===== config.mk =====
export PLATFORM = sky130hd
export DESIGN_NAME = uart_tx_burst
export DESIGN_NICKNAME = d
export VERILOG_FILES = /design/src/rtl/uart_pkg.sv /design/src/rtl/uart_baud_tick.sv /design/src/rtl/uart_tx_burst.sv
export SDC_FILE = /design/constraint.sdc
export NUM_CORES = 1
export LEC_CHECK = 0
export BUFFER_PORTS_ARGS = -buffer_cell sky130_fd_sc_hd__buf_2
export CAP_MARGIN = 5
export CORE_UTILIZATION = 28
export CTS_CLUSTER_SIZE = 12
export DETAILED_ROUTE_END_ITERATION = 8
export PLACE_DENSITY_LB_ADDON = 0.25
export SLEW_MARGIN = 20
export SYNTH_ARGS = -nofsm -noshare
export SYNTH_HDL_FRONTEND = slang
export SYNTH_SLANG_ARGS = --single-unit
export TNS_END_PERCENT = 100

===== constraint.sdc =====
create_clock -name CLK_I -period 2.9 [get_ports CLK_I]
set_input_delay 0.435 -clock CLK_I [delete_from_list [all_inputs] [get_ports CLK_I]]
set_output_delay 0.435 -clock CLK_I [all_outputs]
set_load 0.005 [all_outputs]

===== src/rtl/uart_pkg.sv =====
// Shared UART definitions: parity modes, transmitter FSM encoding and
// elaboration-time helpers for baud division and counter widths.
package uart_pkg;

    localparam int PAR_NONE = 0;
    localparam int PAR_ODD  = 1;
    localparam int PAR_EVEN = 2;

    localparam logic [2:0] ST_IDLE   = 3'd0;
    localparam logic [2:0] ST_START  = 3'd1;
    localparam logic [2:0] ST_DATA   = 3'd2;
    localparam logic [2:0] ST_PARITY = 3'd3;
    localparam logic [2:0] ST_STOP   = 3'd4;
    localparam logic [2:0] ST_GAP    = 3'd5;
    localparam logic [2:0] ST_DONE   = 3'd6;

    // Clocks per bit, rounded to the nearest integer.
    function automatic int calc_baud_div(input int period_ns, input int baud);
        longint prod;
        prod = longint'(period_ns) * longint'(baud);
        return int'((longint'(1_000_000_000) + prod / 2) / prod);
    endfunction

    function automatic int clog2(input int value);
        int r;
        int v;
        r = 0;
        v = value - 1;
        while (v > 0) begin
            r = r + 1;
            v = v >> 1;
        end
        return r;
    endfunction

endpackage


===== src/rtl/uart_baud_tick.sv =====
// Bit-time generator: free-running modulo-DIV counter with a synchronous
// restart, emitting a one-clock bit_end pulse on the last clock of each bit.
module uart_baud_tick
    import uart_pkg::*;
#(
    parameter int DIV = 434
) (
    input  logic clk_i,
    input  logic rst_ni,
    input  logic restart_i,
    output logic bit_end_o
);

    localparam int CW = clog2(DIV);

    logic [CW-1:0] cnt_q;
    logic [CW-1:0] cnt_d;
    logic          last;

    assign last      = (cnt_q == CW'(DIV - 1));
    assign bit_end_o = last && !restart_i;

    always_comb begin
        cnt_d = cnt_q + CW'(1);
        if (restart_i || last) begin
            cnt_d = '0;
        end
    end

    always_ff @(posedge clk_i or negedge rst_ni) begin
        if (!rst_ni) begin
            cnt_q <= '0;
        end else begin
            cnt_q <= cnt_d;
        end
    end

endmodule


===== src/rtl/uart_tx_burst.sv =====
// Multi-byte UART transmitter: latches up to BYTE_NUM bytes on START and
// serialises them with a configurable frame, gap, byte order and abort.
module uart_tx_burst
    import uart_pkg::*;
#(
    parameter int SYS_CLK_PERIOD    = 20,
    parameter int BAUD_RATE         = 115200,
    parameter int BYTE_NUM          = 8,
    parameter int DATA_BITS         = 8,
    parameter int PARITY            = 0,
    parameter int STOP_BITS         = 1,
    parameter int GAP_BITS          = 0,
    parameter int BYTE_ORDER        = 0,
    parameter int FINISH_PERIOD_NUM = 20
) (
    input  logic                              CLK_I,
    input  logic                              RSTN_I,
    input  logic [8*BYTE_NUM-1:0]             DATA_I,
    input  logic [clog2(BYTE_NUM+1)-1:0]      LEN_I,
    input  logic                              START_I,
    input  logic                              ABORT_I,
    output logic                              SDATA_O,
    output logic                              BUSY_O,
    output logic                              FINISH_O,
    output logic [clog2(BYTE_NUM+1)-1:0]      BYTE_CNT_O
);

    localparam int   DIV    = calc_baud_div(SYS_CLK_PERIOD, BAUD_RATE);
    localparam int   LW     = clog2(BYTE_NUM + 1);
    localparam logic PAR_EN = (PARITY != PAR_NONE);

    if (DIV < 4) begin : g_div_check
        $fatal(1, "uart_tx_burst: baud divider must be at least 4");
    end

    logic [2:0]            state_q, state_d;
    logic [8*BYTE_NUM-1:0] data_q, data_d;
    logic [LW-1:0]         len_q, len_d;
    logic [LW-1:0]         sent_q, sent_d;
    logic [15:0]           cnt_q, cnt_d;
    logic [7:0]            shift_q, shift_d;
    logic                  par_q, par_d;
    logic                  abort_q, abort_d;
    logic                  sdata_q, sdata_d;
    logic                  busy_q, busy_d;
    logic                  finish_q, finish_d;

    logic          accept;
    logic          tick;
    logic          abort_pend;
    logic [LW-1:0] eff_len;
    logic [LW-1:0] cur_idx;
    logic [7:0]    cur_byte;
    logic [7:0]    cur_data;

    // busy_q also gates accept so START is ignored until FINISH_O has fallen.
    assign accept     = (state_q == ST_IDLE) && START_I && !busy_q;
    assign abort_pend = abort_q || ABORT_I;
    assign eff_len    = ((LEN_I == '0) || (LEN_I > LW'(BYTE_NUM))) ? LW'(BYTE_NUM) : LEN_I;
    assign cur_idx    = (BYTE_ORDER != 0) ? (len_q - sent_q - LW'(1)) : sent_q;
    assign cur_data   = cur_byte & 8'((1 << DATA_BITS) - 1);

    always_comb begin
        cur_byte = '0;
        for (int i = 0; i < BYTE_NUM; i++) begin
            if (cur_idx == LW'(i)) begin
                cur_byte = data_q[8*i +: 8];
            end
        end
    end

    uart_baud_tick #(
        .DIV(DIV)
    ) u_baud (
        .clk_i    (CLK_I),
        .rst_ni   (RSTN_I),
        .restart_i(accept),
        .bit_end_o(tick)
    );

    always_comb begin
        state_d = state_q;
        data_d  = data_q;
        len_d   = len_q;
        sent_d  = sent_q;
        cnt_d   = cnt_q;
        shift_d = shift_q;
        par_d   = par_q;
        case (state_q)
            ST_IDLE: begin
                if (accept) begin
                    data_d  = DATA_I;
                    len_d   = eff_len;
                    sent_d  = '0;
                    cnt_d   = '0;
                    state_d = ST_START;
                end
            end
            ST_START: begin
                if (tick) begin
                    shift_d = cur_data;
                    par_d   = (PARITY == PAR_ODD) ? ~^cur_data : ^cur_data;
                    cnt_d   = '0;
                    state_d = ST_DATA;
                end
            end
            ST_DATA: begin
                if (tick) begin
                    shift_d = shift_q >> 1;
                    if (cnt_q == 16'(DATA_BITS - 1)) begin
                        cnt_d   = '0;
                        state_d = PAR_EN ? ST_PARITY : ST_STOP;
                    end else begin
                        cnt_d = cnt_q + 16'd1;
                    end
                end
            end
            ST_PARITY: begin
                if (tick) begin
                    cnt_d   = '0;
                    state_d = ST_STOP;
                end
            end
            ST_STOP: begin
                if (tick) begin
                    if (cnt_q == 16'(STOP_BITS - 1)) begin
                        cnt_d  = '0;
                        sent_d = sent_q + LW'(1);
                        if ((sent_d < len_q) && !abort_pend) begin
                            state_d = (GAP_BITS > 0) ? ST_GAP : ST_START;
                        end else begin
                            state_d = ST_DONE;
                        end
                    end else begin
                        cnt_d = cnt_q + 16'd1;
                    end
                end
            end
            ST_GAP: begin
                if (tick) begin
                    if (cnt_q == 16'(GAP_BITS - 1)) begin
                        cnt_d   = '0;
                        state_d = abort_pend ? ST_DONE : ST_START;
                    end else begin
                        cnt_d = cnt_q + 16'd1;
                    end
                end
            end
            ST_DONE: begin
                if (cnt_q == 16'(FINISH_PERIOD_NUM - 1)) begin
                    cnt_d   = '0;
                    state_d = ST_IDLE;
                end else begin
                    cnt_d = cnt_q + 16'd1;
                end
            end
            default: begin
                state_d = ST_IDLE;
            end
        endcase
    end

    // Outputs lag the state by one clock so the line changes one edge after accept.
    always_comb begin
        abort_d  = (state_d == ST_IDLE) ? 1'b0 : (abort_q || ((state_q != ST_IDLE) && ABORT_I));
        busy_d   = (state_q != ST_IDLE);
        finish_d = (state_q == ST_DONE);
        case (state_q)
            ST_START:  sdata_d = 1'b0;
            ST_DATA:   sdata_d = shift_q[0];
            ST_PARITY: sdata_d = par_q;
            default:   sdata_d = 1'b1;
        endcase
    end

    always_ff @(posedge CLK_I or negedge RSTN_I) begin
        if (!RSTN_I) begin
            state_q  <= ST_IDLE;
            data_q   <= '0;
            len_q    <= '0;
            sent_q   <= '0;
            cnt_q    <= '0;
            shift_q  <= '0;
            par_q    <= 1'b0;
            abort_q  <= 1'b0;
            sdata_q  <= 1'b1;
            busy_q   <= 1'b0;
            finish_q <= 1'b0;
        end else begin
            state_q  <= state_d;
            data_q   <= data_d;
            len_q    <= len_d;
            sent_q   <= sent_d;
            cnt_q    <= cnt_d;
            shift_q  <= shift_d;
            par_q    <= par_d;
            abort_q  <= abort_d;
            sdata_q  <= sdata_d;
            busy_q   <= busy_d;
            finish_q <= finish_d;
        end
    end

    assign SDATA_O    = sdata_q;
    assign BUSY_O     = busy_q;
    assign FINISH_O   = finish_q;
    assign BYTE_CNT_O = sent_q;

endmodule


==> metrics.sh <==
MAXCLOCKFREQUENCY_MHz=374
MAIN_COMBINATIONAL_CELL_FAMILY_BY_AREA_AFTER_SYNTHESIS='simple AND/OR/NAND/NOR gates'
REGTOREGENDPOINT='par_q'
PATH_CLK_SLEW_NS=0.05
CORE_AREA_UM2=20500
MAX-CAP-VIOLATIONS=0
CTS_MAX_PATH_BUFFERS=2
FP.DIEAREA_UM2=21700
GROUTE.USAGE.OVERALL_PCT=14.3
SYNTH.TOP_CELLS.BY_COUNT='112 x dfrtp_1, 69 x mux2_2, 43 x nand2_1'
CTS-HOLD-FIX-BUFFERS=0
SKEW_NS=0.00994
NFILLCELLS=2047
GRT_FIRST_PASS_WIRELENGTH_UM=24400
PRE_CTS_SLACK_NS=0.221
POWER_LEAKAGE_nW=3.17
SYNTHTOPCELLSBYAREA='dfrtp_1 47%, mux2_2 13%, o21ai_0 3.0%, nand2_1 2.7%, ha_1 2.3%'
SYNTH_AREA_UM2=5920
DETAILEDROUTE.FIRSTPASSITERATIONCOUNT=4
YOSYS.AREA.TOP_TYPE_SHARE_PCT=47.4
REMAINING_DRC_ERRORS=0
SYNTHESIS.YOSYS.WARNINGS=0
FIN_CRIT_SH_PCT=92.2
SYNTH_SEQ_CELLS=113
SYNTHMUXAREASHARE_PCT=13.8
SHARE_OF_THE_SYNTHESIZED_NETLIST_AREA_TAKEN_BY_XOR_AND_XNOR_GATES_PCT=2.37
DESIGN.PORTCOUNT=79
TRITONCTS='yes'
TIMING.REG2REG.SETUP_SLACK_NS=0.23
AREA_DELTA_SYNTH_FINAL_PCT=21.9
CTS.SINK_COUNT=113
REPORT.POWER.TOTAL_W=0.00605
SYNTH_COMPOUND_GATE_AREA_SHARE_PCT=14.6
PLACE_CONGESTION=0.844
HOLD_WS_NS=0.0703
SYNTH_ASYNC_SR_FLOP_SHARE_PCT=100
POWER_PER_CELL_AREA_nW_PER_UM2=839
DRIVE_GT1_SHARE_PCT=31.5
ANT_NETS=0
DETAILEDPLACEMENTHPWL_UM=10900
CHIP_HEIGHT_UM=147
PORT_BUFFERS=78
INITIALDRTVIOLATIONCOUNT=306
CLOCK_TREE.ROOT_CELL='clkbuf_16'
TRITONCTS_BUFFERS=17
TIMING_WORST_SETUP_PATH_TYPE='flip-flop to flip-flop'
HOLD_VIOL_FINAL=0
WORSTREG2REGSTART='BYTE_CNT_O[0]'
WORST_EP_ARRIVAL_TIME_NS=2.97
CLOCK_LATENCY_NS=0.42
POSTLAYOUTCOREUTIL_PCT=35.2
TIMING.CRITICAL_PATH.FROM_TYPE='flip-flop'
RSZ0062_AT_GRT='false'
GRT_ANTENNA_BEFORE_REPAIR=0
FINISH.NET_COUNT=726
HTREE_LEVELS=4
FINALSETUPVIOLCOUNT=0
SYN_INST=564
REG2REG_DEPTH=10
SYN_NETS=647
GRT_REMAINING_OVERFLOW=0
WORSTHOLDPATHTYPE='input pin to async pin'
MAIN_FLOP_TYPE_AFTER_SYNTHESIS='dfrtp_1'
PLACEMENTROWS=52
TIMING_MAX_TRANSITION_VIOLATIONS_FINAL=0
YS_SEQ_AREA_SHARE_PCT=47.8
CHIPWIDTH_UM=147
VIAS_IN_THE_FIRST_GLOBAL_ROUTE=4754
MAXIMUM_NUMBER_OF_PINS_ON_ONE_NET_BEFORE_GLOBAL_ROUTE_REPAIR=63
TIMING.CRITICAL_PATH.FANOUT_MAX=14
ROUTED_WL_PER_CELL_UM=15.8
ANTENNA_CELLS_INSERTED=0
SETUP.WORST_PATH.END_CLASS='flip-flop'
POST_SYNTH_AND_OR_NAND_NOR_AREA_FRACTION_PCT=14.8
POST_SYNTH_FA_HA_MAJ_AREA_FRACTION_PCT=2.33
VIA_COUNT=4512
FIN_TNS_SETUP_NS=0
RUN_STATUS='complete, no violations'
SYNTHDOMINANTAREACELLTYPE='dfrtp_1'
NUMBER_OF_FLOPS_MAPPED_TO_ENABLE_CELLS_BY_YOSYS=0
ACTUAL_SLEW_AT_THE_WORST_MAX_SLEW_PIN_NS=0.713
SYNTHMOSTINSTANTIATEDCELL='dfrtp_1'
FINALWORSTPATHREQUIREDPERIOD_NS=2.67
INITIAL_UTILIZATION_PCT=28.9
AVERAGE_FOOTPRINT_OF_A_SYNTHESIZED_CELL_UM2=10.5
TIMING.FINAL.WS_SETUP_NS=0.227
WL_UM=14600
CRITICAL_PATH_REQUIRED_NS=3.19
DISTINCT_CELL_TYPE_COUNT_AFTER_SYNTHESIS=65
POWER.IR.VDD_WORST_mV=0.430
AVGVIACOUNTPERCELL=4.88
MAXSLEWHEADROOM_PCT=52.5
## where the power goes
group | total [W] | switching [W] | internal, W
sequential | 0.00249 | 0.000395 | 0.00210
combinational | 0.00149 | 0.000678 | 0.000813
clock | 0.00207 | 0.000712 | 0.00136
## registers in the layout (all words and copies together) (netlist names)
name and flops:
data_q 64, abort_q 1, par_q 1, BUSY_O 1
cnt_q 16, FINISH_O 1, shift_q 8, BYTE_CNT_O 4
u_baud.cnt_q 9, state_q 3, len_q 4, SDATA_O 1
## per-layer routing
| metal | vias to the layer above | wire length (um) | track usage (%) |
|---|---|---|---|
| li1 | 2194 | - | - |
| met1 | 2194 | 6740 | 18.4 |
| met2 | 105 | 6970 | 22.9 |
| met3 | 19 | 601 | 3.70 |
| met4 | 0 | 248 | 5.52 |
| met5 | - | 0 | 0 |
## layout by cell type (no fill, tap or decap), drive strengths merged, types with 6 or more instances in the layout
cell,synthesis,routed
ha,11,11
inv,27,27
o21ai,46,46
nor3,10,10
a21oi,21,21
nor2b,14,14
nor2,29,29
nand2,44,44
nand2b,15,15
xnor2,10,10
buf,17,92
xor2,6,6
a221oi,11,11
nand3,18,18
mux2,69,69
o31ai,10,10
nand4,6,6
clkbuf,15,20
and3,8,8
clkinv,1,6
dfrtp,112,112
## layout make-up
cell class	count	area (um2)	share of cell area (%)
multi-input combinational	391	2850	39.5
sequential	113	2830	39.2
timing repair buffer	92	510	7.08
clock buffer	20	447	6.19
tap	270	338	4.68
clock inverter	10	138	1.91
inverter	28	105	1.46
## stage by stage
stage	cells	instance area, um2
2_1_floorplan	564	5920
3_3_place_gp	894	6630
3_5_place_dp	894	6630
4_1_cts	924	7210
5_1_grt	924	7210
6_report	924	7210
## worst max-delay path: stages, from the launching register on
cell and delay [ns]:
dfrtp_1 0.46, inv_1 0.12, ha_1 0.29, nor2b_4 0.38, a221o_1 0.25, a22oi_1 0.10, a221oi_1 0.38, xnor2_1 0.19
xnor2_1 0.16, xnor2_1 0.15, o21ai_1 0.07
## how the worst max path moves through the flow
| stage | slack (ns) | to | from |
|---|---|---|---|
| final | 0.23 | par_q | BYTE_CNT_O[0] |
| after global routing | 0.02 | abort_q | BYTE_CNT_O[0] |
| after CTS | 0.20 | par_q | BYTE_CNT_O[0] |
| after detailed placement | 0.22 | par_q | BYTE_CNT_O[0] |
| after global placement | 0.32 | par_q | BYTE_CNT_O[0] |
| after floorplan | 0.41 | abort_q | BYTE_CNT_O[0] |
## what timing repair did
action                                 4_1_cts  5_1_grt
resized for setup                            0        1
setup endpoints to repair                    0        1
buffers inserted                             0        0
endpoints found under the hold margin        0        0
## logic make-up after synthesis
| family | after synthesis |
|---|---|
| and+or+nand+nor | 163 |
| AOI/OAI and AO/OA | 128 |
| DFF | 113 |
| muxes | 73 |
| buffers and inverters | 60 |
| xor gates and xnor gates | 16 |
| adders and majority gates | 11 |
Note: power is estimated with default switching activity, not from simulation.
